`src/rtl/y86_pkg.sv`:
```
// Shared definitions for the Y86-64 fetch stage.
//  - icode values of the Y86-64 ISA (IHALT..IPOPQ)
//  - status codes reported with each fetched instruction
//  - RNONE: register id meaning "no register"
//  - fetch FSM state encoding
package y86_pkg;

  localparam logic [3:0] IHALT   = 4'h0;
  localparam logic [3:0] INOP    = 4'h1;
  localparam logic [3:0] IRRMOVQ = 4'h2;
  localparam logic [3:0] IIRMOVQ = 4'h3;
  localparam logic [3:0] IRMMOVQ = 4'h4;
  localparam logic [3:0] IMRMOVQ = 4'h5;
  localparam logic [3:0] IOPQ    = 4'h6;
  localparam logic [3:0] IJXX    = 4'h7;
  localparam logic [3:0] ICALL   = 4'h8;
  localparam logic [3:0] IRET    = 4'h9;
  localparam logic [3:0] IPUSHQ  = 4'hA;
  localparam logic [3:0] IPOPQ   = 4'hB;

  localparam logic [1:0] STAT_AOK = 2'd0;
  localparam logic [1:0] STAT_HLT = 2'd1;
  localparam logic [1:0] STAT_ADR = 2'd2;
  localparam logic [1:0] STAT_INS = 2'd3;

  localparam logic [3:0] RNONE = 4'hF;

  typedef enum logic [1:0] {
    S_IDLE   = 2'd0,
    S_FETCH  = 2'd1,
    S_DONE   = 2'd2,
    S_HALTED = 2'd3
  } fetch_state_e;

endpackage

```
`src/rtl/y86_insn_len.sv`:
```
// Combinational instruction-length decoder.
//  icode     in  4  instruction class from byte 0
//  len       out 4  total instruction length in bytes (1 for unknown codes)
//  need_regs out 1  byte 1 is a register specifier byte
//  need_valc out 1  instruction carries an 8-byte little-endian constant
//  invalid   out 1  icode is not a defined Y86-64 instruction
module y86_insn_len
  import y86_pkg::*;
(
  input  logic [3:0] icode,
  output logic [3:0] len,
  output logic       need_regs,
  output logic       need_valc,
  output logic       invalid
);

  always_comb begin
    len       = 4'd1;
    need_regs = 1'b0;
    need_valc = 1'b0;
    invalid   = 1'b0;
    case (icode)
      IHALT, INOP, IRET: len = 4'd1;
      IRRMOVQ, IOPQ, IPUSHQ, IPOPQ: begin
        len       = 4'd2;
        need_regs = 1'b1;
      end
      IJXX, ICALL: begin
        len       = 4'd9;
        need_valc = 1'b1;
      end
      IIRMOVQ, IRMMOVQ, IMRMOVQ: begin
        len       = 4'd10;
        need_regs = 1'b1;
        need_valc = 1'b1;
      end
      default: invalid = 1'b1;
    endcase
  end

endmodule

```
`src/rtl/y86_fetch_unit.sv`:
```
// Y86-64 SEQ fetch stage. Holds the architectural PC, reads instruction bytes
// one per ack from a byte-wide memory and assembles the decoded fields.
//  clk, rst            clock, synchronous active-high reset
//  start               leaves IDLE and begins the first fetch
//  imem_req/addr       byte read request at pc + byte index
//  imem_ack/data/err   byte response (data/err qualified by ack)
//  pc_load, new_pc     downstream done; load next PC and fetch again
//  instr_valid         decoded fields below are valid and stable
//  icode/ifun/rA/rB    decoded instruction fields
//  valC, valP, pc      constant, next sequential PC, PC of this instruction
//  stat                AOK / HLT / ADR / INS
module y86_fetch_unit
  import y86_pkg::*;
#(
  parameter int unsigned       ADDR_W   = 64,
  parameter logic [ADDR_W-1:0] RESET_PC = '0
) (
  input  logic              clk,
  input  logic              rst,
  input  logic              start,
  output logic              imem_req,
  output logic [ADDR_W-1:0] imem_addr,
  input  logic              imem_ack,
  input  logic [7:0]        imem_data,
  input  logic              imem_err,
  input  logic              pc_load,
  input  logic [ADDR_W-1:0] new_pc,
  output logic              instr_valid,
  output logic [3:0]        icode,
  output logic [3:0]        ifun,
  output logic [3:0]        rA,
  output logic [3:0]        rB,
  output logic [ADDR_W-1:0] valC,
  output logic [ADDR_W-1:0] valP,
  output logic [ADDR_W-1:0] pc,
  output logic [1:0]        stat
);

  fetch_state_e      state_q, state_d;
  logic [ADDR_W-1:0] pc_q, pc_d;
  logic [ADDR_W-1:0] valp_q, valp_d;
  logic [3:0]        idx_q, idx_d;
  logic [3:0]        icode_q, icode_d;
  logic [3:0]        ifun_q, ifun_d;
  logic [3:0]        ra_q, ra_d;
  logic [3:0]        rb_q, rb_d;
  logic [63:0]       const_q, const_d;
  logic [1:0]        stat_q, stat_d;

  // Byte 0 is decoded straight off the memory bus so a 1-byte instruction
  // (or an illegal opcode) can finish on the same ack.
  logic [3:0] dec_icode;
  logic [3:0] dec_len;
  logic       dec_regs;
  logic       dec_valc;
  logic       dec_invalid;
  logic [2:0] byte_k;
  logic       const_we;
  logic       const_clr;

  assign dec_icode = (idx_q == 4'd0) ? imem_data[7:4] : icode_q;

  y86_insn_len u_len (
    .icode     (dec_icode),
    .len       (dec_len),
    .need_regs (dec_regs),
    .need_valc (dec_valc),
    .invalid   (dec_invalid)
  );

  // Constant bytes start right after the opcode byte, or after the
  // register byte when there is one.
  assign byte_k = 3'(idx_q - (dec_regs ? 4'd2 : 4'd1));

  always_comb begin
    state_d   = state_q;
    pc_d      = pc_q;
    idx_d     = idx_q;
    icode_d   = icode_q;
    ifun_d    = ifun_q;
    ra_d      = ra_q;
    rb_d      = rb_q;
    valp_d    = valp_q;
    stat_d    = stat_q;
    const_we  = 1'b0;
    const_clr = 1'b0;
    case (state_q)
      S_IDLE: begin
        if (start) begin
          state_d   = S_FETCH;
          idx_d     = 4'd0;
          ra_d      = RNONE;
          rb_d      = RNONE;
          const_clr = 1'b1;
        end
      end
      S_FETCH: begin
        if (imem_ack) begin
          if (imem_err) begin
            state_d = S_DONE;
            stat_d  = STAT_ADR;
          end else begin
            idx_d = idx_q + 4'd1;
            if (idx_q == 4'd0) begin
              icode_d = imem_data[7:4];
              ifun_d  = imem_data[3:0];
            end
            if (dec_regs && idx_q == 4'd1) begin
              ra_d = imem_data[7:4];
              rb_d = imem_data[3:0];
            end
            const_we = dec_valc && (idx_q >= (dec_regs ? 4'd2 : 4'd1));
            if (dec_invalid) begin
              state_d = S_DONE;
              stat_d  = STAT_INS;
              valp_d  = pc_q + ADDR_W'(1);
            end else if (idx_q == dec_len - 4'd1) begin
              state_d = S_DONE;
              valp_d  = pc_q + ADDR_W'(dec_len);
              stat_d  = (dec_icode == IHALT) ? STAT_HLT : STAT_AOK;
            end
          end
        end
      end
      S_DONE: begin
        if (pc_load) begin
          if (stat_q == STAT_AOK) begin
            state_d   = S_FETCH;
            pc_d      = new_pc;
            idx_d     = 4'd0;
            ra_d      = RNONE;
            rb_d      = RNONE;
            const_clr = 1'b1;
          end else begin
            // Faulting instruction: freeze pc/stat for inspection until reset.
            state_d = S_HALTED;
          end
        end
      end
      default: ;
    endcase
  end

  // One write-enabled byte lane per constant byte.
  genvar gi;
  generate
    for (gi = 0; gi < 8; gi++) begin : g_const_lane
      assign const_d[8*gi +: 8] = const_clr ? 8'h00 :
                                  (const_we && byte_k == 3'(gi)) ? imem_data :
                                  const_q[8*gi +: 8];
    end
  endgenerate

  always_ff @(posedge clk) begin
    if (rst) begin
      state_q <= S_IDLE;
      pc_q    <= RESET_PC;
      idx_q   <= 4'd0;
      icode_q <= IHALT;
      ifun_q  <= 4'd0;
      ra_q    <= RNONE;
      rb_q    <= RNONE;
      const_q <= 64'd0;
      valp_q  <= '0;
      stat_q  <= STAT_AOK;
    end else begin
      state_q <= state_d;
      pc_q    <= pc_d;
      idx_q   <= idx_d;
      icode_q <= icode_d;
      ifun_q  <= ifun_d;
      ra_q    <= ra_d;
      rb_q    <= rb_d;
      const_q <= const_d;
      valp_q  <= valp_d;
      stat_q  <= stat_d;
    end
  end

  assign imem_req    = (state_q == S_FETCH);
  assign imem_addr   = pc_q + ADDR_W'(idx_q);
  assign instr_valid = (state_q == S_DONE);
  assign icode       = icode_q;
  assign ifun        = ifun_q;
  assign rA          = ra_q;
  assign rB          = rb_q;
  assign valC        = ADDR_W'(const_q);
  assign valP        = valp_q;
  assign pc          = pc_q;
  assign stat        = stat_q;

endmodule

```
`config.mk`:
```
export PLATFORM = sky130hd
export DESIGN_NAME = y86_fetch_unit
export DESIGN_NICKNAME = d
export VERILOG_FILES = /design/src/rtl/y86_pkg.sv /design/src/rtl/y86_insn_len.sv /design/src/rtl/y86_fetch_unit.sv
export SDC_FILE = /design/constraint.sdc
export NUM_CORES = 1
export LEC_CHECK = 0
export ABC_AREA = 0
export BUFFER_PORTS_ARGS = -buffer_cell sky130_fd_sc_hd__buf_4
export CAP_MARGIN = 10
export CORE_MARGIN = 4
export CORE_UTILIZATION = 23
export CTS_CLUSTER_SIZE = 28
export DETAILED_ROUTE_END_ITERATION = 7
export PLACE_DENSITY_LB_ADDON = 0.15
export SETUP_SLACK_MARGIN = 0.5
export SYNTH_ARGS = -nofsm -noshare
export SYNTH_HDL_FRONTEND = slang
export SYNTH_SLANG_ARGS = --single-unit
export TNS_END_PERCENT = 1
```
`constraint.sdc`:
```
create_clock -name clk -period 5.2 [get_ports clk]
set_input_delay 0.26 -clock clk [delete_from_list [all_inputs] [get_ports clk]]
set_output_delay 0.26 -clock clk [all_outputs]
set_load 0.01 [all_outputs]
```
-- Yosys cells after proc, flatten, opt, wreduce, memory -nomap -nowiden
Index checks and enable logic that the tools add are counted.
- bits in registers: 216
- latch bits: 0
- memory bits (writable): 0
- memory bits (read-only): 0
- input bits: 78
- word-level logic and storage cells: 130
- memories kept: 0
- $add $sub $neg: 6
- multiply operators: 0
- div/mod/pow operators: 0
- magnitude comparators: 1
- equality and inequality tests: 31
- shift-type cells: 0
- multiplexer cells: 43
- bitwise logic cells: 1
- reductions and logical operators: 31
- operators with widths (kind ; count):
    adder 64 x 4 -> 64 bit ; 2
    two-way mux 64 bit ; 2
    adder 64 x 1 -> 64 bit (second input constant) ; 1
    two-way mux 4 bit ; 15
    one-hot mux 4 bit (3 select lines) ; 4
    two-way mux 2 bit ; 11
    equality test 4 x 3 -> 1 bit (second input constant) ; 4
    equality test 4 bit (second input constant) ; 4
    equality test 3 bit (second input constant) ; 4
    OR reduction 12 bit ; 1
    logical AND 1 bit ; 10
    two-way mux 1 bit ; 9
    AND reduction 3 bit ; 3
    equality test 4 x 1 -> 1 bit (second input constant) ; 2
    equality test 4 x 2 -> 1 bit (second input constant) ; 2
    zero test 4 bit ; 2
    != test 2 x 1 -> 1 bit (second input constant) ; 4
    AND reduction 4 bit ; 2
    AND reduction 7 bit ; 1
    OR reduction 7 bit ; 1
    equality test 3 x 2 -> 1 bit (second input constant) ; 2
    != test 2 bit (second input constant) ; 3
    one-hot mux 2 bit (3 select lines) ; 1
    AND reduction 6 bit ; 1
    20 further kinds ; 22

-- Longest topological paths before layout
Gate-level depths: netlist (run 1).
- word-level depth: 12
- depth in mapped cells: 17
- mapped depth without buffers: 14

-- Modules after synthesis
A second synthesis (run 1) with hierarchy kept.
- cells, all modules: 1367
- area total of the unflattened synthesis: 11149.4 µm²
- by module, submodules not included (module ; instances ; cells an instance ; area an instance (µm²) ; sequential area each (µm²)):
    y86_fetch_unit ; 1 ; 1354 ; 11044.3 ; 4324.1
    y86_insn_len ; 1 ; 13 ; 105.1 ; 0.0

-- Worst setup path after synthesis (run 1)
No wires, ideal clock.
- path type: reg2reg
- from: reg idx_q[1]
- to: reg valp_q[50] (netlist: valP[50])
- library setup time: 0.081 ns
- arrival time: 3.684 ns
- required time: 5.119 ns
- setup slack: 1.435 ns
- cell stages (with the launch flop): 18
- path buffers: 3
- clock period less this slack: 3.765 ns
- cell sequence: dfxtp_1 > inv_1 > ha_1 > or3b_1 > buf_2 > a211oi_2 > or2_2 > clkbuf_1 > inv_1 > ha_1 > fa_1 > a31oi_1 > nor4_1 > clkbuf_1 > nand4_1 > nor2_1 > xnor2_1 > a211oi_2
- longest elaborated chain between the ends: 9
- ends and longest elaborated chain (element ; line ; source):
    from (decl) ; y86_fetch_unit.sv:42 ; logic [3:0] idx_q, idx_d;
    from (signal assigned) ; y86_fetch_unit.sv:169 ; idx_q <= idx_d;
    parallel branches: the longest is 9 deep, another holds adder 64 x 4 -> 64 bit ; - ;
    to (signal assigned) ; y86_fetch_unit.sv:175 ; valp_q <= valp_d;
    to (decl) ; y86_fetch_unit.sv:41 ; logic [ADDR_W-1:0] valp_q, valp_d;
Several ways; the timed one is not identified. The select of a mux whose other input is x is not followed.
A chain may end at the register's enable or synchronous reset.

-- Worst setup path after layout (run 1)
- from: reg idx_q[1]
- to: reg valp_q[36] (netlist: valP[36])
The elaborated chain is that of the path after synthesis.

==> results of run 1 <==
[final cells by class]
type	count	area (um2)	area share
Sequential cell	216	4320	0.266
Clock buffer	42	845	0.0520
Clock inverter	7	88.8	0.00547
Multi-Input combinational cell	1014	6590	0.406
Inverter	21	78.8	0.00486
Timing Repair Buffer	438	3470	0.214
Tap cell	664	831	0.0512
[worst max-delay path, stage by stage, from the launching register on]
cell and delay (ps):
sky130_fd_sc_hd__dfxtp_1 380, sky130_fd_sc_hd__inv_1 200, sky130_fd_sc_hd__ha_1 180, sky130_fd_sc_hd__or3b_1 500, sky130_fd_sc_hd__mux2i_4 270, sky130_fd_sc_hd__a311oi_4 400
sky130_fd_sc_hd__nor2_1 240, sky130_fd_sc_hd__ha_1 410, sky130_fd_sc_hd__a31oi_1 100, sky130_fd_sc_hd__buf_4 200, sky130_fd_sc_hd__nor2_1 340, sky130_fd_sc_hd__nand4_1 380
sky130_fd_sc_hd__xnor2_1 350, sky130_fd_sc_hd__o211ai_1 130, sky130_fd_sc_hd__a21oi_1 180
[power groups by stage]
stage | Combinational (W) | Sequential, W | Clock [W]
after floorplan | 0.000411 | 0.00180 | 0
after global placement | 0.000704 | 0.00180 | 0
after detailed placement | 0.000708 | 0.00180 | 0
after CTS | 0.000753 | 0.00177 | 0.00206
after global routing | 0.000814 | 0.00177 | 0.00212
final | 0.000742 | 0.00177 | 0.00199
[stage by stage]
stage,instance area (um2),instances,util,power [W]
global placement,14600,2288,0.298,0.00251
detailed placement,14600,2288,0.298,0.00251
CTS,16200,2402,0.330,0.00458
floorplan,11500,1369,-,0.00221
global route,16200,2402,0.330,0.00471
finish,16200,2402,0.330,0.00450
[final timing paths]
check | from | end | slack (ps) | depth (start not counted)
min reg2reg | ifun[0]$_SDFFE_PP0P_ | ifun[0]$_SDFFE_PP0P_ | 450 | 2
max | idx_q[1]$_SDFFE_PP0P_ | valP[36]$_SDFFE_PP0P_ | 890 | 14
max reg2reg | idx_q[1]$_SDFFE_PP0P_ | valP[36]$_SDFFE_PP0P_ | 890 | 14
min | imem_data[7] | icode[3]$_SDFFE_PP0P_ | 60 | 3
[cell usage after synthesis (2+ instances only)]
master | number | area, um2
sky130_fd_sc_hd__o211ai_1 | 9 | 67.6
sky130_fd_sc_hd__clkbuf_1 | 88 | 330
sky130_fd_sc_hd__buf_2 | 15 | 75.1
sky130_fd_sc_hd__a211oi_1 | 5 | 37.5
sky130_fd_sc_hd__o21ai_0 | 12 | 60.1
sky130_fd_sc_hd__nand4_2 | 2 | 25.0
sky130_fd_sc_hd__a21oi_1 | 103 | 515
sky130_fd_sc_hd__and3b_1 | 58 | 508
sky130_fd_sc_hd__buf_1 | 3 | 11.3
sky130_fd_sc_hd__nor2b_1 | 8 | 50.1
sky130_fd_sc_hd__nand3_1 | 52 | 260
sky130_fd_sc_hd__nor4b_1 | 2 | 17.5
sky130_fd_sc_hd__a211oi_2 | 56 | 701
sky130_fd_sc_hd__clkbuf_2 | 2 | 10.0
sky130_fd_sc_hd__and3_1 | 7 | 43.8
sky130_fd_sc_hd__nand4_1 | 34 | 213
sky130_fd_sc_hd__or3_1 | 12 | 75.1
sky130_fd_sc_hd__or2_2 | 5 | 31.3
sky130_fd_sc_hd__fa_1 | 3 | 60.1
sky130_fd_sc_hd__buf_4 | 3 | 22.5
sky130_fd_sc_hd__nor4_1 | 16 | 100
sky130_fd_sc_hd__ha_1 | 18 | 225
sky130_fd_sc_hd__and2_1 | 8 | 50.1
sky130_fd_sc_hd__nand2b_1 | 2 | 12.5
sky130_fd_sc_hd__o21a_1 | 4 | 30.0
sky130_fd_sc_hd__nor3b_1 | 8 | 60.1
sky130_fd_sc_hd__a31oi_1 | 2 | 12.5
sky130_fd_sc_hd__xnor2_1 | 73 | 639
sky130_fd_sc_hd__dfxtp_1 | 216 | 4320
sky130_fd_sc_hd__nand2_1 | 221 | 830
sky130_fd_sc_hd__or4_1 | 3 | 22.5
sky130_fd_sc_hd__buf_6 | 7 | 78.8
sky130_fd_sc_hd__nor3_1 | 27 | 135
sky130_fd_sc_hd__a21o_1 | 4 | 30.0
sky130_fd_sc_hd__mux2i_1 | 50 | 500
sky130_fd_sc_hd__nor2_1 | 127 | 477
sky130_fd_sc_hd__inv_1 | 20 | 75.1
sky130_fd_sc_hd__xor2_1 | 56 | 490
sky130_fd_sc_hd__and4_1 | 5 | 43.8
sky130_fd_sc_hd__o21bai_1 | 2 | 15.0
[repair_timing]
item                       4_1_cts  5_1_grt
hold buffers                    65        0
hold endpoints to repair        72        0
gates resized for setup          0        0
setup buffers                    0        0
setup endpoints to repair        0        0
[registers in the layout (all words and copies together), names as in the netlist]
signal and flops:
ifun 4, stat 2, icode 4, rB 4, state_q 2, valP 64, valC 64, rA 4
idx_q 4, pc 64
[cells in the final DEF, fill, tap and decap left out, drive strengths merged, types with 2 or more instances in the layout]
cell type / count
or3: 12
mux2i: 51
a31oi: 2
bufinv: 2
and2: 9
and4: 5
inv: 20
nor3: 27
dlygate4sd3: 65
nand2b: 2
nor2b: 8
nor2: 127
o21a: 4
nand2: 222
nand3: 52
nor4b: 2
clkinv: 6
o211ai: 10
ha: 18
nand4: 36
a21oi: 103
o21ai: 12
xor2: 56
or3b: 2
clkbuf: 42
xnor2: 73
o21bai: 2
buf: 373
dfxtp: 216
or4: 3
and3b: 58
or2: 6
a211oi: 61
nor4: 16
a21o: 4
nor3b: 9
fa: 3
and3: 7
[routing by layer]
metal	wire length, um	vias to the layer above	GRT usage
met2	24300	347	0.307
li1	-	5393	-
met1	21000	5347	0.221
met3	3360	74	0.0450
met4	1580	0	0.0541
met5	0	-	0
[cells by family after synthesis]
group / after synthesis
buffers and inverters: 139
multiplexers: 51
flip-flops: 216
AND/OR/NAND/NOR: 605
XOR/XNOR: 129
AO/OA/AOI/OAI: 208
adder cells (fa/ha/maj): 21
==> impl_metrics.prom, run 1 <==
# TYPE chip_impl_metric gauge
chip_impl_info{name="outcome",value="completed"} 1
chip_impl_metric{name="timing.critical_path.fanout_max",unit=""} 7
chip_impl_metric{name="floorplan.rows",unit=""} 81
chip_impl_metric{name="net_switching_power",unit="W"} 0.00126
chip_impl_metric{name="syn-num-nets",unit=""} 1468
chip_impl_metric{name="drt.antenna.violating_nets",unit=""} 0
chip_impl_metric{name="avgRoutedWirePerCell",unit="um"} 20.9
chip_impl_info{name="rsz0062_at_grt",value="false"} 1
chip_impl_metric{name="area_share_of_fa_ha_maj_cells_after_synthesis",unit=""} 0.0248
chip_impl_metric{name="total_clock_buffers_created_by_cts",unit=""} 28
chip_impl_metric{name="yosysUniqueCellTypes",unit=""} 61
chip_impl_metric{name="grt_pass1_vias",unit=""} 11200
chip_impl_info{name="clock_tree_from_tritoncts",value="built"} 1
chip_impl_metric{name="worst_ep_arrival_time",unit="ps"} 4810
chip_impl_metric{name="cts_num_sinks",unit=""} 216
chip_impl_metric{name="final_max_slew_viol_count",unit=""} 0
chip_impl_metric{name="ctsHtreeMaxLevel",unit=""} 1
chip_impl_info{name="commonest_register_cell_after_synthesis",value="sky130_fd_sc_hd__dfxtp_1"} 1
chip_impl_metric{name="detailedRoute.firstPassIterationCount",unit=""} 5
chip_impl_metric{name="share_clk_of_total_power",unit=""} 0.442
chip_impl_metric{name="synth_simple_gate_area_share",unit=""} 0.263
chip_impl_metric{name="final_hold_violations",unit=""} 0
chip_impl_metric{name="synth-seq-cells",unit=""} 216
chip_impl_info{name="crit_path_category",value="flip-flop to flip-flop"} 1
chip_impl_metric{name="max_slew.worst_pin.slew",unit="ps"} 1150
chip_impl_metric{name="die_boundary_height",unit="um"} 231
chip_impl_metric{name="timing.final.setup_violations",unit=""} 0
chip_impl_metric{name="final.setup_skew",unit="ps"} 36.0
chip_impl_metric{name="power_switching_share",unit=""} 0.280
chip_impl_metric{name="numPortBuffers",unit=""} 353
chip_impl_metric{name="power_density",unit="nW/um2"} 277
chip_impl_metric{name="ir_worst_vdd",unit="mV"} 0.226
chip_impl_info{name="crit_path_end_kind",value="flip-flop"} 1
chip_impl_metric{name="area.growth.synth_to_final",unit="%"} 41.3
chip_impl_metric{name="syn-instance-count",unit=""} 1369
chip_impl_metric{name="track_usage",unit=""} 0.179
chip_impl_metric{name="final_nets",unit=""} 1818
chip_impl_metric{name="combinationalPowerShare",unit=""} 0.165
chip_impl_metric{name="antenna_cells_inserted",unit=""} 0
chip_impl_metric{name="accumulated_negative_setup_slack",unit="ps"} 0
chip_impl_info{name="critical_path.startpoint_type",value="flip-flop"} 1
chip_impl_metric{name="die_w",unit="um"} 231
chip_impl_metric{name="min_period_over_period",unit=""} 0.828
chip_impl_metric{name="share_of_layout_cells_above_drive_strength_1",unit=""} 0.285
chip_impl_metric{name="drt_drc_violations_left",unit=""} 0
chip_impl_info{name="clockRootBuffer",value="sky130_fd_sc_hd__clkbuf_16"} 1
chip_impl_metric{name="share_of_total_power_in_sequential_cells",unit=""} 0.393
chip_impl_metric{name="gp_routability_congestion",unit=""} 0.850
chip_impl_metric{name="core_region_area",unit="um2"} 49200
chip_impl_metric{name="starting_utilization_of_the_core_area",unit=""} 0.234
chip_impl_metric{name="detail_route.vias_per_cell",unit=""} 4.65
chip_impl_metric{name="yosys.area_share.xor_xnor",unit=""} 0.0984
chip_impl_metric{name="finalWorstPathRequiredPeriod",unit="ps"} 4310
chip_impl_metric{name="timing.slew.headroom",unit=""} 0.228
chip_impl_metric{name="routed_wl",unit="um"} 50200
chip_impl_metric{name="maximum_number_of_pins_on_one_net_before_global_route_repair",unit=""} 69
chip_impl_metric{name="cts_buffer_depth",unit=""} 3
chip_impl_metric{name="required_time_at_the_worst_slack_endpoint",unit="ps"} 5700
chip_impl_metric{name="number_of_antenna_violations_at_the_first_check_in_global_routing",unit=""} 0
chip_impl_metric{name="grt_pass1_wl",unit="um"} 74100
chip_impl_metric{name="synth_compound_gate_area_share",unit=""} 0.139
chip_impl_metric{name="hold_ws",unit="ps"} 57.0
chip_impl_metric{name="syn_area",unit="um2"} 11500
chip_impl_metric{name="internal_power",unit="W"} 0.00324
chip_impl_metric{name="synthesis.yosys.warnings",unit=""} 0
chip_impl_metric{name="clk_pin_slew_worst_paths",unit="ps"} 60
chip_impl_metric{name="detailroute.via_count",unit=""} 11200
chip_impl_metric{name="filler_instances",unit=""} 5228
chip_impl_metric{name="post_synth.cell_area_avg",unit="um2"} 8.39
chip_impl_metric{name="max_freq",unit="GHz"} 0.232
chip_impl_metric{name="synth_enable_flop_cells",unit=""} 0
chip_impl_metric{name="synth.mux.area_fraction",unit=""} 0.0455
chip_impl_metric{name="p_leak",unit="nW"} 6.39
chip_impl_metric{name="top_level_ports",unit=""} 354
chip_impl_metric{name="seq_area_frac_synth",unit=""} 0.377
chip_impl_metric{name="post_route_setup_slack",unit="ps"} 894
chip_impl_metric{name="synth-async-reset-ratio",unit=""} 0
chip_impl_metric{name="gr-total-overflow",unit=""} 0
chip_impl_metric{name="clock_latency",unit="ps"} 570
chip_impl_metric{name="max_cap_violations",unit=""} 0
chip_impl_metric{name="post_place_setup_slack",unit="ps"} 923
chip_impl_info{name="synth_top_family_by_area",value="simple AND/OR/NAND/NOR gates"} 1
chip_impl_metric{name="post-dp-hpwl",unit="um"} 36900
chip_impl_metric{name="full_die_area",unit="um2"} 53600
chip_impl_info{name="worst_hold_path_type",value="input port to flip-flop"} 1
chip_impl_metric{name="dr.first_iter.drc_count",unit=""} 528
No activity file was read; power rests on OpenSTA's default activity.
==> inputs of run 2 (changes only) <==
==> constraint.sdc (replaced) <==
create_clock -name clk -period 4.4 [get_ports clk]
set_input_delay 0.22 -clock clk [delete_from_list [all_inputs] [get_ports clk]]
set_output_delay 0.22 -clock clk [all_outputs]
set_load 0.01 [all_outputs]
==> impl_metrics.prom, run 2 (synthesized netlist as in run 1, its figures left out) <==
# TYPE chip_impl_metric gauge
chip_impl_info{name="rsz0062_at_grt",value="true"} 1
chip_impl_info{name="clockRootBuffer",value="sky130_fd_sc_hd__clkbuf_16"} 1
chip_impl_metric{name="share_clk_of_total_power",unit=""} 0.437
chip_impl_metric{name="timing.critical_path.fanout_max",unit=""} 9
chip_impl_metric{name="accumulated_negative_setup_slack",unit="ps"} 0
chip_impl_info{name="crit_path_top_delay_cell",value="sky130_fd_sc_hd__or3b_4"} 1
chip_impl_metric{name="required_time_at_the_worst_slack_endpoint",unit="ps"} 4820
chip_impl_metric{name="internal_power",unit="W"} 0.00382
chip_impl_info{name="worst_hold_path_type",value="input port to flip-flop"} 1
chip_impl_metric{name="ir_worst_vdd",unit="mV"} 0.291
chip_impl_metric{name="die_boundary_height",unit="um"} 231
chip_impl_metric{name="full_die_area",unit="um2"} 53600
chip_impl_metric{name="stdcell_count",unit=""} 2439
chip_impl_metric{name="net_switching_power",unit="W"} 0.00150
chip_impl_metric{name="total_clock_buffers_created_by_cts",unit=""} 28
chip_impl_metric{name="p_leak",unit="nW"} 6.58
chip_impl_metric{name="starting_utilization_of_the_core_area",unit=""} 0.234
chip_impl_info{name="crit_chain",value="inv_1 > ha_1 > or3b_4 > and3_1 > a311oi_4 > nor2_2 > ha_1 > a31oi_2 > nor4_2 > buf_4 > nand2_1 > buf_4 > nor3_1 > xnor2_1 > a211oi_2"} 1
chip_impl_metric{name="dr.first_iter.drc_count",unit=""} 529
chip_impl_metric{name="final_max_slew_viol_count",unit=""} 0
chip_impl_metric{name="power_density",unit="nW/um2"} 321
chip_impl_metric{name="cts_buffer_depth",unit=""} 3
chip_impl_metric{name="routed_wl",unit="um"} 50400
chip_impl_metric{name="detailroute.via_count",unit=""} 11300
chip_impl_metric{name="antenna_cells_inserted",unit=""} 0
chip_impl_metric{name="grt_pass1_wl",unit="um"} 74600
chip_impl_metric{name="cts_num_sinks",unit=""} 216
chip_impl_metric{name="floorplan.rows",unit=""} 81
chip_impl_metric{name="die_w",unit="um"} 231
chip_impl_metric{name="power_switching_share",unit=""} 0.282
chip_impl_metric{name="post-layout-total-power",unit="W"} 0.00532
chip_impl_metric{name="drt_drc_violations_left",unit=""} 0
chip_impl_metric{name="min_period_over_period",unit=""} 0.859
chip_impl_metric{name="grt_pass1_vias",unit=""} 11400
chip_impl_metric{name="register_area",unit="um2"} 4330
chip_impl_metric{name="routedLengthMet1",unit="um"} 21300
chip_impl_metric{name="clk_pin_slew_worst_paths",unit="ps"} 60
chip_impl_metric{name="post-dp-hpwl",unit="um"} 37300
chip_impl_metric{name="worst_ep_arrival_time",unit="ps"} 4200
chip_impl_metric{name="gp_routability_congestion",unit=""} 0.833
chip_impl_metric{name="track_usage",unit=""} 0.179
chip_impl_metric{name="final.setup_skew",unit="ps"} 9.36
chip_impl_metric{name="drt.antenna.violating_nets",unit=""} 0
chip_impl_metric{name="max_slew.worst_pin.slew",unit="ps"} 925
chip_impl_metric{name="area_used_by_multi_input_combinational_logic",unit="um2"} 6670
chip_impl_metric{name="core_region_area",unit="um2"} 49200
chip_impl_metric{name="ctsHtreeMaxLevel",unit=""} 1
chip_impl_metric{name="max_freq",unit="GHz"} 0.265
chip_impl_metric{name="met3_wirelength",unit="um"} 3030
chip_impl_info{name="highest_layer",value="met4"} 1
chip_impl_info{name="critical_path.startpoint_type",value="flip-flop"} 1
chip_impl_info{name="final_common_cell",value="sky130_fd_sc_hd__buf_4"} 1
chip_impl_metric{name="gr-total-overflow",unit=""} 0
chip_impl_metric{name="timing.final.setup_violations",unit=""} 0
chip_impl_metric{name="final_design_area_no_fill",unit="um2"} 16600
chip_impl_metric{name="share_of_total_power_in_sequential_cells",unit=""} 0.392
chip_impl_info{name="crit_path_end_kind",value="flip-flop"} 1
chip_impl_metric{name="max_cap_violations",unit=""} 0
chip_impl_metric{name="area.growth.synth_to_final",unit="%"} 44.6
chip_impl_metric{name="post-place-cells",unit=""} 2308
chip_impl_metric{name="detail_route.vias_per_cell",unit=""} 4.63
chip_impl_metric{name="avgRoutedWirePerCell",unit="um"} 20.6
chip_impl_metric{name="finalWorstPathRequiredPeriod",unit="ps"} 3780
chip_impl_info{name="layout_common_cells",value="sky130_fd_sc_hd__buf_4 (398), sky130_fd_sc_hd__nand2_1 (217), sky130_fd_sc_hd__dfxtp_1 (215)"} 1
chip_impl_info{name="outcome",value="completed"} 1
chip_impl_metric{name="final_hold_violations",unit=""} 0
chip_impl_info{name="clock_tree_from_tritoncts",value="built"} 1
chip_impl_metric{name="combinationalPowerShare",unit=""} 0.171
chip_impl_metric{name="number_of_antenna_violations_at_the_first_check_in_global_routing",unit=""} 0
chip_impl_info{name="crit_path_category",value="flip-flop to flip-flop"} 1
chip_impl_metric{name="maximum_number_of_pins_on_one_net_before_global_route_repair",unit=""} 67
chip_impl_metric{name="cp_slowest_stage_delay",unit="ps"} 450
chip_impl_metric{name="clock_latency",unit="ps"} 560
chip_impl_metric{name="final_nets",unit=""} 1854
chip_impl_metric{name="detailroute.wirelength.met2",unit="um"} 24500
chip_impl_metric{name="placement.cell_area",unit="um2"} 14800
chip_impl_metric{name="numPortBuffers",unit=""} 353
chip_impl_metric{name="detailedRoute.firstPassIterationCount",unit=""} 7
chip_impl_metric{name="share_of_layout_cells_above_drive_strength_1",unit=""} 0.306
chip_impl_metric{name="filler_instances",unit=""} 5153
chip_impl_metric{name="top_level_ports",unit=""} 354
chip_impl_metric{name="timing.slew.headroom",unit=""} 0.378
run 2: cell count changes in the layout (fill, tap and decap cells not counted), sizes merged:
cell | previous run | this run
clkinv | 6 | 7
dlygate4sd3 | 65 | 71
buf | 373 | 403
run 2: area by class of cell:
cell class,count,area share
sequential,216,0.260
clock inverter,8,0.00565
multi-input combinational,1014,0.402
timing repair buffer,474,0.228
inverter,21,0.00475
clock buffer,42,0.0497
tap,664,0.0500
run 2: path summary, 6_finish.rpt:
kind | start | to | slack (ps) | depth (start not counted)
max reg2reg | idx_q[0]$_SDFFE_PP0P_ | valP[54]$_SDFFE_PP0P_ | 620 | 15
max | idx_q[0]$_SDFFE_PP0P_ | valP[54]$_SDFFE_PP0P_ | 620 | 15
min reg2reg | valC[23]$_SDFFE_PP0P_ | valC[23]$_SDFFE_PP0P_ | 460 | 2
min | imem_data[5] | icode[1]$_SDFFE_PP0P_ | 30 | 3
run 2: power by group through the flow:
stage	Sequential (W)	Clock [W]	Combinational [W]
6_report	0.00209	0.00233	0.000910
5_1_grt	0.00209	0.00248	0.000995
4_1_cts	0.00209	0.00241	0.000912
3_5_place_dp	0.00213	0	0.000852
3_3_place_gp	0.00213	0	0.000848
2_1_floorplan	0.00212	0	0.000485
run 2: timing repair:
| action | CTS | global route |
|---|---|---|
| buffers inserted | 0 | 10 |
| gates resized for setup | 4 | 17 |
| hold buffers | 71 | 0 |
| hold endpoints to repair | 76 | 0 |
| pin swaps | 0 | 6 |
| endpoints found under the setup margin | 95 | 140 |
run 2: through the flow:
step	utilization	hold WS [ps]	worst slack, ps
after floorplan	-	356	635
after global placement	0.301	449	471
after detailed placement	0.301	455	307
after CTS	0.335	0.651	450
after global routing	0.338	21.0	443
final	0.338	27.4	622
run 2: per-layer routing:
| layer | global-route usage | vias up |
|---|---|---|
| met3 | 0.0396 | 70 |
| met2 | 0.314 | 301 |
| li1 | - | 5454 |
| met5 | 0 | - |
| met4 | 0.0500 | 0 |
| met1 | 0.220 | 5458 |
run 2: worst max-delay path, delay by kind of cell (launching register included):
kind / cells / cell delay [ps]
AO/OA/AOI/OAI: 3 / 650
XOR/XNOR: 1 / 170
adder cells (fa/ha/maj): 2 / 550
buffers and inverters: 3 / 490
flip-flops: 1 / 360
AND/OR/NAND/NOR: 6 / 1410
==> inputs of run 3 (changes only) <==
--- a/config.mk
+++ b/config.mk
@@ -8,7 +8,7 @@
 export ABC_AREA = 0
 export BUFFER_PORTS_ARGS = -buffer_cell sky130_fd_sc_hd__buf_4
 export CAP_MARGIN = 10
-export CORE_MARGIN = 4
+export CORE_MARGIN = 2
 export CORE_UTILIZATION = 23
 export CTS_CLUSTER_SIZE = 28
 export DETAILED_ROUTE_END_ITERATION = 7
==> impl_metrics.prom, run 3 (synthesized netlist as in run 1, its figures left out) <==
# TYPE chip_impl_metric gauge
chip_impl_info{name="crit_chain",value="inv_1 > fa_1 > nor2b_1 > o21a_1 > o21ai_0 > buf_4 > nor2b_1 > nand3_1 > nor2_1 > xor2_1 > buf_4"} 1
chip_impl_metric{name="gr-total-overflow",unit=""} 0
chip_impl_info{name="regToRegEndpoint",value="valP[37]$_SDFFE_PP0P_"} 1
chip_impl_metric{name="reg2reg_slack",unit="ps"} 690
chip_impl_metric{name="post-layout-total-power",unit="W"} 0.00570
chip_impl_info{name="outcome",value="completed"} 1
chip_impl_metric{name="clock_latency",unit="ps"} 560
chip_impl_metric{name="ir_worst_vdd",unit="mV"} 0.276
chip_impl_metric{name="drt.antenna.violating_nets",unit=""} 0
chip_impl_metric{name="maximum_number_of_pins_on_one_net_before_global_route_repair",unit=""} 65
chip_impl_info{name="critical_path.startpoint_type",value="flip-flop"} 1
chip_impl_metric{name="combinationalPowerShare",unit=""} 0.159
chip_impl_metric{name="routed_wl",unit="um"} 49900
chip_impl_metric{name="share_clk_of_total_power",unit=""} 0.475
chip_impl_metric{name="final.setup_skew",unit="ps"} 8.03
chip_impl_metric{name="accumulated_negative_setup_slack",unit="ps"} 0
chip_impl_metric{name="max_freq",unit="GHz"} 0.266
chip_impl_metric{name="min_delay_path_depth",unit=""} 2
chip_impl_metric{name="finalWorstPathRequiredPeriod",unit="ps"} 3760
chip_impl_metric{name="max_cap_violations",unit=""} 0
chip_impl_metric{name="drt_drc_violations_left",unit=""} 0
chip_impl_metric{name="cp_slowest_stage_delay",unit="ps"} 500
chip_impl_metric{name="required_time_at_the_worst_slack_endpoint",unit="ps"} 4180
chip_impl_metric{name="final_nets",unit=""} 1857
chip_impl_metric{name="top_level_ports",unit=""} 354
chip_impl_metric{name="final_max_slew_viol_count",unit=""} 0
chip_impl_metric{name="grt_pass1_wl",unit="um"} 73100
chip_impl_metric{name="hold_ws",unit="ps"} 88.3
chip_impl_metric{name="detail_route.vias_per_cell",unit=""} 4.63
chip_impl_metric{name="area.growth.synth_to_final",unit="%"} 46.0
chip_impl_info{name="worstHoldStart",value="rst"} 1
chip_impl_metric{name="ctsHtreeMaxLevel",unit=""} 1
chip_impl_metric{name="dr.first_iter.drc_count",unit=""} 575
chip_impl_metric{name="max_slew.worst_pin.slew",unit="ps"} 1040
chip_impl_info{name="clock_tree_from_tritoncts",value="built"} 1
chip_impl_metric{name="clk_pin_slew_worst_paths",unit="ps"} 60
chip_impl_metric{name="final_hold_violations",unit=""} 0
chip_impl_metric{name="die_boundary_height",unit="um"} 227
chip_impl_metric{name="share_of_layout_cells_above_drive_strength_1",unit=""} 0.305
chip_impl_metric{name="post-dp-hpwl",unit="um"} 37100
chip_impl_metric{name="detailroute.via_count",unit=""} 11300
chip_impl_metric{name="internal_power",unit="W"} 0.00418
chip_impl_metric{name="ff2ff_path_depth",unit=""} 13
chip_impl_metric{name="cts_num_sinks",unit=""} 216
chip_impl_metric{name="avgRoutedWirePerCell",unit="um"} 20.4
chip_impl_info{name="crit_path_top_delay_cell",value="sky130_fd_sc_hd__dfxtp_1"} 1
chip_impl_metric{name="power_density",unit="nW/um2"} 340
chip_impl_info{name="capture_endpoint_of_the_worst_hold_path",value="pc[18]$_SDFFE_PP0P_"} 1
chip_impl_metric{name="grt_pass1_vias",unit=""} 11400
chip_impl_info{name="rsz0062_at_grt",value="true"} 1
chip_impl_metric{name="core_region_area",unit="um2"} 49200
chip_impl_metric{name="share_of_total_power_in_sequential_cells",unit=""} 0.366
chip_impl_metric{name="filler_instances",unit=""} 5177
chip_impl_metric{name="post_route_setup_slack",unit="ps"} 644
chip_impl_metric{name="min_period_over_period",unit=""} 0.854
chip_impl_metric{name="post_place_setup_slack",unit="ps"} 372
chip_impl_metric{name="track_usage",unit=""} 0.186
chip_impl_info{name="crit_path_end_kind",value="primary output"} 1
chip_impl_metric{name="cts_buffer_depth",unit=""} 3
chip_impl_info{name="clockRootBuffer",value="sky130_fd_sc_hd__clkbuf_16"} 1
chip_impl_metric{name="power_switching_share",unit=""} 0.267
chip_impl_metric{name="numPortBuffers",unit=""} 353
chip_impl_metric{name="gp_routability_congestion",unit=""} 0.814
chip_impl_metric{name="net_switching_power",unit="W"} 0.00153
chip_impl_info{name="final_common_cell",value="sky130_fd_sc_hd__buf_4"} 1
chip_impl_metric{name="combined_buffer_and_inverter_count_along_the_critical_path",unit=""} 3
chip_impl_metric{name="detailedRoute.firstPassIterationCount",unit=""} 4
chip_impl_info{name="worst_flop_to_flop_path_startpoint",value="idx_q[0]$_SDFFE_PP0P_"} 1
chip_impl_info{name="worst_hold_path_type",value="input port to flip-flop"} 1
chip_impl_metric{name="die_w",unit="um"} 227
chip_impl_metric{name="antenna_cells_inserted",unit=""} 0
chip_impl_metric{name="timing.final.setup_violations",unit=""} 0
chip_impl_metric{name="timing.slew.headroom",unit=""} 0.299
chip_impl_metric{name="starting_utilization_of_the_core_area",unit=""} 0.234
chip_impl_metric{name="number_of_antenna_violations_at_the_first_check_in_global_routing",unit=""} 0
chip_impl_info{name="layout_common_cells",value="sky130_fd_sc_hd__buf_4 (401), sky130_fd_sc_hd__nand2_1 (218), sky130_fd_sc_hd__dfxtp_1 (214)"} 1
chip_impl_metric{name="p_leak",unit="nW"} 6.67
chip_impl_metric{name="floorplan.rows",unit=""} 81
chip_impl_metric{name="worst_ep_arrival_time",unit="ps"} 3540
chip_impl_info{name="cp_top_family",value="simple AND/OR/NAND/NOR gates"} 1
chip_impl_metric{name="total_clock_buffers_created_by_cts",unit=""} 28
chip_impl_metric{name="timing.critical_path.fanout_max",unit=""} 6
chip_impl_metric{name="full_die_area",unit="um2"} 51700
chip_impl_info{name="crit_path_category",value="flip-flop to primary output"} 1
[run 3: cell types whose count changed in the layout (fill, tap and decap cells not counted), moves of 2 or more]
cell                            previous run  this run
sky130_fd_sc_hd__nor2b_1                   6         8
sky130_fd_sc_hd__nor2_2                    4         1
sky130_fd_sc_hd__nor2b_2                   2         0
sky130_fd_sc_hd__dlygate4sd3_1            71        73
sky130_fd_sc_hd__clkinvlp_4                0         3
sky130_fd_sc_hd__nor4_2                    4         1
sky130_fd_sc_hd__nor2_1                  123       126
sky130_fd_sc_hd__clkbuf_1                  8         0
sky130_fd_sc_hd__nor4_1                   12        14
sky130_fd_sc_hd__buf_4                   398       401
sky130_fd_sc_hd__nand3_2                   2         0
sky130_fd_sc_hd__bufinv_16                 2         8
[run 3: repair_timing]
action,4_1_cts,5_1_grt
buffers inserted,0,5
endpoints found under the setup margin,57,142
hold buffers,73,0
gates resized for setup,2,9
pin swaps,0,4
endpoints found under the hold margin,83,0
[run 3: routing by layer]
metal / GRT usage / part of all wire
met5: 0 / 0
met4: 0.0514 / 0.026
met3: 0.0439 / 0.064
met2: 0.325 / 0.49
met1: 0.227 / 0.42
[run 3: area by class of cell]
| cell class | instances | area [um2] | share of cell area |
|---|---|---|---|
| multi-input cells | 1014 | 6640 | 0.396 |
| flip-flops and latches | 216 | 4330 | 0.258 |
| repair buffers | 477 | 3790 | 0.226 |
| well taps | 664 | 831 | 0.0496 |
| clock buffers | 35 | 808 | 0.0482 |
| clock inverters | 15 | 283 | 0.0169 |
| inverters | 21 | 78.8 | 0.00470 |
[run 3: worst register-to-register path, cell delays in order (launching register included)]
cell and delay [ps]:
sky130_fd_sc_hd__dfxtp_2 360, sky130_fd_sc_hd__inv_1 100, sky130_fd_sc_hd__ha_1 170, sky130_fd_sc_hd__or3b_4 440, sky130_fd_sc_hd__mux2i_4 220, sky130_fd_sc_hd__a311oi_4 400
sky130_fd_sc_hd__nor2_1 140, sky130_fd_sc_hd__ha_1 370, sky130_fd_sc_hd__a31oi_1 140, sky130_fd_sc_hd__or3_1 550, sky130_fd_sc_hd__buf_4 240, sky130_fd_sc_hd__nor3_1 170
sky130_fd_sc_hd__xnor2_1 120, sky130_fd_sc_hd__a211oi_2 220
[run 3: worst max path at each step]
stage,depth (start not counted),start,endpoint,slack (ps)
3_5_place_dp,14,idx_q[0]$_SDFFE_PP0P_,valP[58]$_SDFFE_PP0P_,370
5_1_grt,11,pc[1]$_SDFFE_PP0P_,imem_addr[52],430
4_1_cts,15,idx_q[0]$_SDFFE_PP0P_,valC[49]$_SDFFE_PP0P_,420
6_report,11,pc[1]$_SDFFE_PP0P_,imem_addr[52],640
3_3_place_gp,14,idx_q[0]$_SDFFE_PP0P_,valP[56]$_SDFFE_PP0P_,470
2_1_floorplan,17,idx_q[1]$_SDFFE_PP0P_,valP[50]$_SDFFE_PP0P_,630
[run 3: power groups by stage]
| stage | Combinational (W) | Clock (W) | Sequential [W] |
|---|---|---|---|
| 2_1_floorplan | 0.000485 | 0 | 0.00212 |
| 3_3_place_gp | 0.000855 | 0 | 0.00213 |
| 3_5_place_dp | 0.000856 | 0 | 0.00213 |
| 4_1_cts | 0.000915 | 0.00280 | 0.00208 |
| 5_1_grt | 0.000989 | 0.00287 | 0.00209 |
| 6_report | 0.000906 | 0.00271 | 0.00209 |
[run 3: per-stage QoR]
stage	cell area (um2)	instances	util
finish	16800	2442	0.341
global route	16800	2442	0.341
CTS	16700	2437	0.340
detailed placement	14900	2314	0.302
global placement	14900	2314	0.302
floorplan	11500	1369	-
